<file path="src/rtl/tdm_pkg.sv">
// Shared types and constants for the four-slot TDM receive path.
// Latency: n/a (definitions only).
// Backpressure: n/a (definitions only).
package tdm_pkg;

   typedef enum logic {
      HUNT   = 1'b0,
      LOCKED = 1'b1
   } state_t;

   localparam int SLOT_W    = 2;
   localparam int NUM_SLOTS = 4;

   localparam logic [SLOT_W-1:0] SLOT_A = 2'd0;
   localparam logic [SLOT_W-1:0] SLOT_B = 2'd1;
   localparam logic [SLOT_W-1:0] SLOT_C = 2'd2;
   localparam logic [SLOT_W-1:0] SLOT_D = 2'd3;

endpackage

</file>
<file path="src/rtl/tdm_demux4_if.sv">
// Bundle of the shared TDM line, its marker, and the de-multiplexed frame outputs.
// Latency: n/a (wiring only).
// Backpressure: none; en is a sample enable, not a handshake.
interface tdm_demux4_if #(
   parameter int WIDTH = 1
);
   logic             en;
   logic             frame_sync;
   logic [WIDTH-1:0] bus_in;
   logic [WIDTH-1:0] a;
   logic [WIDTH-1:0] b;
   logic [WIDTH-1:0] c;
   logic [WIDTH-1:0] d;
   logic             s0;
   logic             s1;
   logic             frame_valid;
   logic             locked;
   logic             sync_err;

   // Line driver / frame consumer side
   modport master (
      output en, frame_sync, bus_in,
      input  a, b, c, d, s0, s1, frame_valid, locked, sync_err
   );

   // De-multiplexer side
   modport slave (
      input  en, frame_sync, bus_in,
      output a, b, c, d, s0, s1, frame_valid, locked, sync_err
   );
endinterface

</file>
<file path="src/rtl/tdm_slot_ctr.sv">
// Two-bit slot counter: increments on each enabled sample, wraps 3->0, with load-to-1 and clear.
// Latency: new slot value visible one clock after the enabled edge.
// Backpressure: holds its value whenever i_en is low.
module tdm_slot_ctr
   import tdm_pkg::*;
(
   input  logic              i_clk,
   input  logic              i_rst_n,
   input  logic              i_en,
   input  logic              i_load1,
   input  logic              i_clr,
   output logic [SLOT_W-1:0] o_slot
);

   logic [SLOT_W-1:0] r_slot;

   // Clear wins over load; otherwise advance and wrap at the last slot
   always_ff @(posedge i_clk or negedge i_rst_n) begin
      if (!i_rst_n) begin
         r_slot <= SLOT_A;
      end else if (i_en) begin
         if (i_clr)
            r_slot <= SLOT_A;
         else if (i_load1)
            r_slot <= SLOT_B;
         else if (r_slot == SLOT_W'(NUM_SLOTS - 1))
            r_slot <= SLOT_A;
         else
            r_slot <= r_slot + SLOT_W'(1);
      end
   end

   assign o_slot = r_slot;

endmodule

</file>
<file path="src/rtl/tdm_demux4.sv">
// Aligns to the slot-0 marker on a shared TDM line and presents each complete 4-slot frame in parallel.
// Latency: slot d appears one clock after it is sampled; a..d update together with a frame_valid pulse.
// Backpressure: none; en low freezes everything, stretching the frame without error.
module tdm_demux4
   import tdm_pkg::*;
#(
   parameter int WIDTH      = 1,
   parameter int MISS_LIMIT = 2
) (
   input  logic        clk,
   input  logic        rst_n,
   tdm_demux4_if.slave bus
);

   localparam logic [2:0] MISS_LIM = 3'(MISS_LIMIT);

   state_t            r_state;
   state_t            w_state_nxt;
   logic [2:0]        r_miss;
   logic [2:0]        w_miss_nxt;
   logic [2:0]        w_miss_inc;
   logic [SLOT_W-1:0] w_slot;
   logic              w_ctr_clr;
   logic              w_ctr_load;
   logic              w_sh_a_we;
   logic              w_sh_b_we;
   logic              w_sh_c_we;
   logic              w_out_we;
   logic              w_sync_err;
   logic [WIDTH-1:0]  r_sh_a;
   logic [WIDTH-1:0]  r_sh_b;
   logic [WIDTH-1:0]  r_sh_c;
   logic [WIDTH-1:0]  r_a;
   logic [WIDTH-1:0]  r_b;
   logic [WIDTH-1:0]  r_c;
   logic [WIDTH-1:0]  r_d;
   logic              r_frame_valid;
   logic              r_sync_err;

   assign w_miss_inc = r_miss + 3'd1;

   tdm_slot_ctr u_slot_ctr (
      .i_clk   (clk),
      .i_rst_n (rst_n),
      .i_en    (bus.en),
      .i_load1 (w_ctr_load),
      .i_clr   (w_ctr_clr),
      .o_slot  (w_slot)
   );

   // Next-state, miss tracking and capture strobes; nothing moves while en is low
   always_comb begin
      w_state_nxt = r_state;
      w_miss_nxt  = r_miss;
      w_ctr_clr   = 1'b0;
      w_ctr_load  = 1'b0;
      w_sh_a_we   = 1'b0;
      w_sh_b_we   = 1'b0;
      w_sh_c_we   = 1'b0;
      w_out_we    = 1'b0;
      w_sync_err  = 1'b0;
      if (bus.en) begin
         case (r_state)
            HUNT: begin
               if (bus.frame_sync) begin
                  w_state_nxt = LOCKED;
                  w_miss_nxt  = 3'd0;
                  w_sh_a_we   = 1'b1;
                  w_ctr_load  = 1'b1;
               end else begin
                  w_ctr_clr   = 1'b1;
               end
            end
            LOCKED: begin
               if (w_slot == SLOT_A) begin
                  if (bus.frame_sync) begin
                     w_miss_nxt = 3'd0;
                     w_sh_a_we  = 1'b1;
                     w_ctr_load = 1'b1;
                  end else if (w_miss_inc == MISS_LIM) begin
                     // Too many consecutive missing markers: give up and hunt again
                     w_state_nxt = HUNT;
                     w_miss_nxt  = 3'd0;
                     w_ctr_clr   = 1'b1;
                  end else begin
                     // Flywheel through a missing marker
                     w_miss_nxt = w_miss_inc;
                     w_sh_a_we  = 1'b1;
                     w_ctr_load = 1'b1;
                  end
               end else if (bus.frame_sync) begin
                  // Marker in the wrong slot: drop the partial frame and realign to it
                  w_sync_err = 1'b1;
                  w_miss_nxt = 3'd0;
                  w_sh_a_we  = 1'b1;
                  w_ctr_load = 1'b1;
               end else begin
                  case (w_slot)
                     SLOT_B:  w_sh_b_we = 1'b1;
                     SLOT_C:  w_sh_c_we = 1'b1;
                     default: w_out_we  = 1'b1;
                  endcase
               end
            end
            default: w_state_nxt = HUNT;
         endcase
      end
   end

   // FSM state and consecutive-miss count
   always_ff @(posedge clk or negedge rst_n) begin
      if (!rst_n) begin
         r_state <= HUNT;
         r_miss  <= 3'd0;
      end else begin
         r_state <= w_state_nxt;
         r_miss  <= w_miss_nxt;
      end
   end

   // Shadow capture of slots 0..2 and atomic update of the visible frame
   always_ff @(posedge clk or negedge rst_n) begin
      if (!rst_n) begin
         r_sh_a <= '0;
         r_sh_b <= '0;
         r_sh_c <= '0;
         r_a    <= '0;
         r_b    <= '0;
         r_c    <= '0;
         r_d    <= '0;
      end else begin
         if (w_sh_a_we) r_sh_a <= bus.bus_in;
         if (w_sh_b_we) r_sh_b <= bus.bus_in;
         if (w_sh_c_we) r_sh_c <= bus.bus_in;
         if (w_out_we) begin
            r_a <= r_sh_a;
            r_b <= r_sh_b;
            r_c <= r_sh_c;
            r_d <= bus.bus_in;
         end
      end
   end

   // Single-cycle status pulses, aligned with the edge that caused them
   always_ff @(posedge clk or negedge rst_n) begin
      if (!rst_n) begin
         r_frame_valid <= 1'b0;
         r_sync_err    <= 1'b0;
      end else begin
         r_frame_valid <= w_out_we;
         r_sync_err    <= w_sync_err;
      end
   end

   assign bus.a           = r_a;
   assign bus.b           = r_b;
   assign bus.c           = r_c;
   assign bus.d           = r_d;
   assign bus.s1          = w_slot[1];
   assign bus.s0          = w_slot[0];
   assign bus.frame_valid = r_frame_valid;
   assign bus.sync_err    = r_sync_err;
   assign bus.locked      = (r_state == LOCKED);

endmodule

</file>
<file path="src/flat_wrapper.sv">
// flat-port wrapper written by rule: the top's interface ports become plain ports
module tdm_demux4_flat import tdm_pkg::*;
#(
   parameter int WIDTH      = 1,
   parameter int MISS_LIMIT = 2
)
  (clk, rst_n, bus_en, bus_frame_sync, bus_bus_in, bus_a, bus_b, bus_c, bus_d, bus_s0, bus_s1, bus_frame_valid, bus_locked, bus_sync_err);
  tdm_demux4_if #(.WIDTH(WIDTH)) bus_i ();
  input  logic clk;
  input  logic rst_n;
  input wire logic [$bits(bus_i.en)-1:0] bus_en;
  input wire logic [$bits(bus_i.frame_sync)-1:0] bus_frame_sync;
  input wire logic [$bits(bus_i.bus_in)-1:0] bus_bus_in;
  output wire logic [$bits(bus_i.a)-1:0] bus_a;
  output wire logic [$bits(bus_i.b)-1:0] bus_b;
  output wire logic [$bits(bus_i.c)-1:0] bus_c;
  output wire logic [$bits(bus_i.d)-1:0] bus_d;
  output wire logic [$bits(bus_i.s0)-1:0] bus_s0;
  output wire logic [$bits(bus_i.s1)-1:0] bus_s1;
  output wire logic [$bits(bus_i.frame_valid)-1:0] bus_frame_valid;
  output wire logic [$bits(bus_i.locked)-1:0] bus_locked;
  output wire logic [$bits(bus_i.sync_err)-1:0] bus_sync_err;
  assign bus_i.en = bus_en;
  assign bus_i.frame_sync = bus_frame_sync;
  assign bus_i.bus_in = bus_bus_in;
  assign bus_a = bus_i.a;
  assign bus_b = bus_i.b;
  assign bus_c = bus_i.c;
  assign bus_d = bus_i.d;
  assign bus_s0 = bus_i.s0;
  assign bus_s1 = bus_i.s1;
  assign bus_frame_valid = bus_i.frame_valid;
  assign bus_locked = bus_i.locked;
  assign bus_sync_err = bus_i.sync_err;
  tdm_demux4 #(.WIDTH(WIDTH), .MISS_LIMIT(MISS_LIMIT)) u_core (.clk(clk), .rst_n(rst_n), .bus(bus_i));
endmodule
</file>
<file path="config.mk">
export PLATFORM = sky130hd
export DESIGN_NAME = tdm_demux4_flat
export DESIGN_NICKNAME = d
export VERILOG_FILES = /design/src/rtl/tdm_pkg.sv /design/src/rtl/tdm_demux4_if.sv /design/src/rtl/tdm_slot_ctr.sv /design/src/rtl/tdm_demux4.sv /design/src/flat_wrapper.sv
export SDC_FILE = /design/constraint.sdc
export NUM_CORES = 1
export LEC_CHECK = 0
export ABC_AREA = 1
export BUFFER_PORTS_ARGS = -buffer_cell sky130_fd_sc_hd__buf_2
export CAP_MARGIN = 20
export CORE_ASPECT_RATIO = 1.4
export CORE_UTILIZATION = 25
export DETAILED_ROUTE_END_ITERATION = 7
export PLACE_DENSITY = 0.51
export SETUP_SLACK_MARGIN = 0.05
export SYNTH_ARGS = -nofsm -noshare
export SYNTH_HDL_FRONTEND = slang
export SYNTH_SLANG_ARGS = --single-unit
</file>
<file path="constraint.sdc">
create_clock -name clk -period 2 [get_ports clk]
set_clock_uncertainty 0.15 [all_clocks]
set_input_delay 0.4 -clock clk [delete_from_list [all_inputs] [get_ports clk]]
set_output_delay 0.4 -clock clk [all_outputs]
set_load 0.03 [all_outputs]
</file>
==> impl_metrics.ini <==
[worst_setup_path]
crit_required_ns = 1.98
path_delay_family = simple AND/OR/NAND/NOR gates
criticalPathCategory = reg2reg
worst-path-max-fanout = 4
critPathBufInv = 1
cp.arrival_ns = 1.59
path_cells = inv_1 -> ha_1 -> or2_4 -> nor2_8 -> nand2_1 -> nand2_1 -> o21ai_1
path_common_cell = nand2_1
crit_path_end_kind = flip-flop
crit_path_max_incr_delay_ns = 0.40
start_kind = flip-flop
cpMaxStageDelayCell = dfrtp_1

[sta]
timing.setup.tns_ns = 0
slew_violations = 0
tightest_slew_ns = 0.339
slew_headroom_pct = 77.4
rsz0062_at_grt = no
fin_hold_ws_ns = 0.268
hold_violations = 0
setup_viol = 0
fin_crit_sh_pct = 80.6
period_minus_slack_ns = 1.61
fmax_ghz = 0.620

[floorplanning]
die_w_um = 48.7
rows = 23
fp.coreArea_sq_um = 2880
start_util_pct = 26.5
ios = 14
die_area_sq_um = 3280
die_h_um = 67.4

[worst_hold_path]
hp-class = in2reg

[clock_tree]
cts.repair.resized = 0
cts.htree.levels = 1
numCtsBuffers = 3
clockBufferDepth = 2
cts_setup_buffers = 0
root_buffer = clkbuf_8
numClockSinks = 15
cts_tree = done
path_clk_slew_ns = 0.06
insertion_delay_ns = 0.24

[detailed_routing]
antenna_left = 0
drt_pass1_iterations = 2
vias = 572
drc = 0
via_per_inst = 4.12
wl_per_cell_um = 10.2
first_iter_violations = 6
wl_mm = 1.41

[run_status]
status = complete, no violations

[power_and_ir_drop]
ir_drop_uv = 498
leakage_uw = 0.000512
total_power_uw = 1340
p_per_area_nw_per_um2 = 1440

[global_routing]
grt_first_pass_wirelength_mm = 2.61
grt_use_total_pct = 10.5
antenna_found_initial = 0
overflow = 0
first_global_vias = 632
grt_max_degree = 16

[yosys]
yosysUniqueCellTypes = 20
yosys-top-cells-area = dfrtp_1 49%, nand2_1 14%, ha_1 9.8%
avgSynthCellArea_sq_um = 9.09
synth_area_sq_um = 763
yosysTopAreaCell = dfrtp_1
synth_seq_cells = 15
syn_inst = 84
synth_top_area_share_pct = 49.2
synth_fp_nets = 95
yosysWarnings = 0
synth-seq-area-share_pct = 49.2

[layout]
drive_gt1_share_pct = 26.5
num-fill-cells = 329
final_nets = 114
diodes = 0
syn2layout_area_growth_pct = 22.0

[place]
gp_congestion = 0.739
hpwl_mm = 1.18
io_buffers = 13

[flow_run]
maxCapViolations = 0
[placed cells by master, fill, tap and decap left out, types with 2 or more instances in the layout]
cell type	n
a21oi_1	2
nand2_1	28
inv_1	10
clkbuf_8	3
o21ai_1	3
ha_1	6
nand2_4	2
o21ai_0	5
nand3_1	2
buf_2	13
dfrtp_1	15
[cells by family after synthesis]
group                      after synthesis  synth area share, %
AOI/OAI and AO/OA                       12                 9.02
adders and majority gates                6                 9.84
buffers and inverters                   12                 6.56
DFF                                     15                 49.2
and+or+nand+nor                         39                 25.4
[per-layer routing]
| metal | up-vias | share of wire [%] | GRT usage (%) |
|---|---|---|---|
| li1 | 296 | - | - |
| met1 | 264 | 43 | 10.4 |
| met2 | 10 | 53 | 21.4 |
| met3 | 2 | 3.6 | 2.25 |
| met4 | 0 | 0.57 | 3.31 |
| met5 | - | 0 | 0 |
[stage by stage]
step           instances  instance area, sq um  setup WS (ns)  utilization, %
3_3_place_gp         134                   875          0.437            30.4
3_5_place_dp         134                   875          0.385            30.4
6_report             139                   931          0.388            32.3
5_1_grt              139                   931          0.249            32.3
4_1_cts              139                   931          0.370            32.3
2_1_floorplan         84                   763          0.254               -
[synthesized netlist by cell type]
library cell / instances
nand2_1: 28
dfrtp_1: 15
inv_1: 10
ha_1: 6
o21ai_0: 5
o21ai_1: 3
a21oi_1: 2
nand2_4: 2
nand3_1: 2
a21boi_2: 1
clkinv_4: 1
inv_2: 1
nand2_2: 1
nor2_1: 1
nor2_2: 1
nor2_8: 1
nor3_1: 1
o211ai_1: 1
or2_2: 1
or2_4: 1
[tightest hold or removal path: cells and delay by family]
kind                   cells  cell delay (ns)
AND/OR/NAND/NOR            2             0.13
buffers and inverters      1             0.09
[power by group]
| part | switching [uW] | leakage (uW) | internal, uW |
|---|---|---|---|
| Combinational | 402 | 0.000294 | 196 |
| Sequential | 78.6 | 0.000192 | 424 |
| Clock | 104 | 0.0000255 | 138 |
| Total | 585 | 0.000512 | 757 |
[timing repair]
item                                    4_1_cts  5_1_grt
hold buffers                                  1        0
endpoints found under the setup margin        0        0
endpoints found under the hold margin        15        0
[flip-flops by register name, summed over array words and instances (netlist names)]
name and count:
u_core.bus.b 1, u_core.r_sh_c 1, u_core.bus.c 1, u_core.bus.frame_valid 1, u_core.r_miss 3, u_core.bus.a 1, u_core.u_slot_ctr.o_slot 2, u_core.r_sh_b 1
u_core.r_sh_a 1, u_core.bus.d 1, u_core.bus.sync_err 1, u_core.bus.locked 1
[cell type report]
class / instances / area, sq um / share of cell area [%]
repair buffers: 14 / 75.1 / 8.06
well taps: 37 / 46.3 / 4.97
inverters: 12 / 50.0 / 5.38
clock buffers: 3 / 41.3 / 4.44
clock inverters: 1 / 5.00 / 0.538
flip-flops and latches: 15 / 375 / 40.3
multi-input cells: 57 / 338 / 36.3
[final timing paths]
check | from | end | slack (ns) | cells past startpoint
max | u_core.u_slot_ctr.o_slot[1] | u_core.r_sh_c | 0.39 | 7
min | bus_bus_in | u_core.r_sh_a | 0.27 | 3
max reg2reg | u_core.u_slot_ctr.o_slot[1] | u_core.r_sh_c | 0.39 | 7
min reg2reg | u_core.r_sh_b | u_core.bus.b | 0.32 | 2
max in group asynchronous | rst_n | u_core.bus.a | 1.01 | 2
min in group asynchronous | rst_n | u_core.bus.c | 0.44 | 2
No activity file was read; power rests on OpenSTA's default activity.
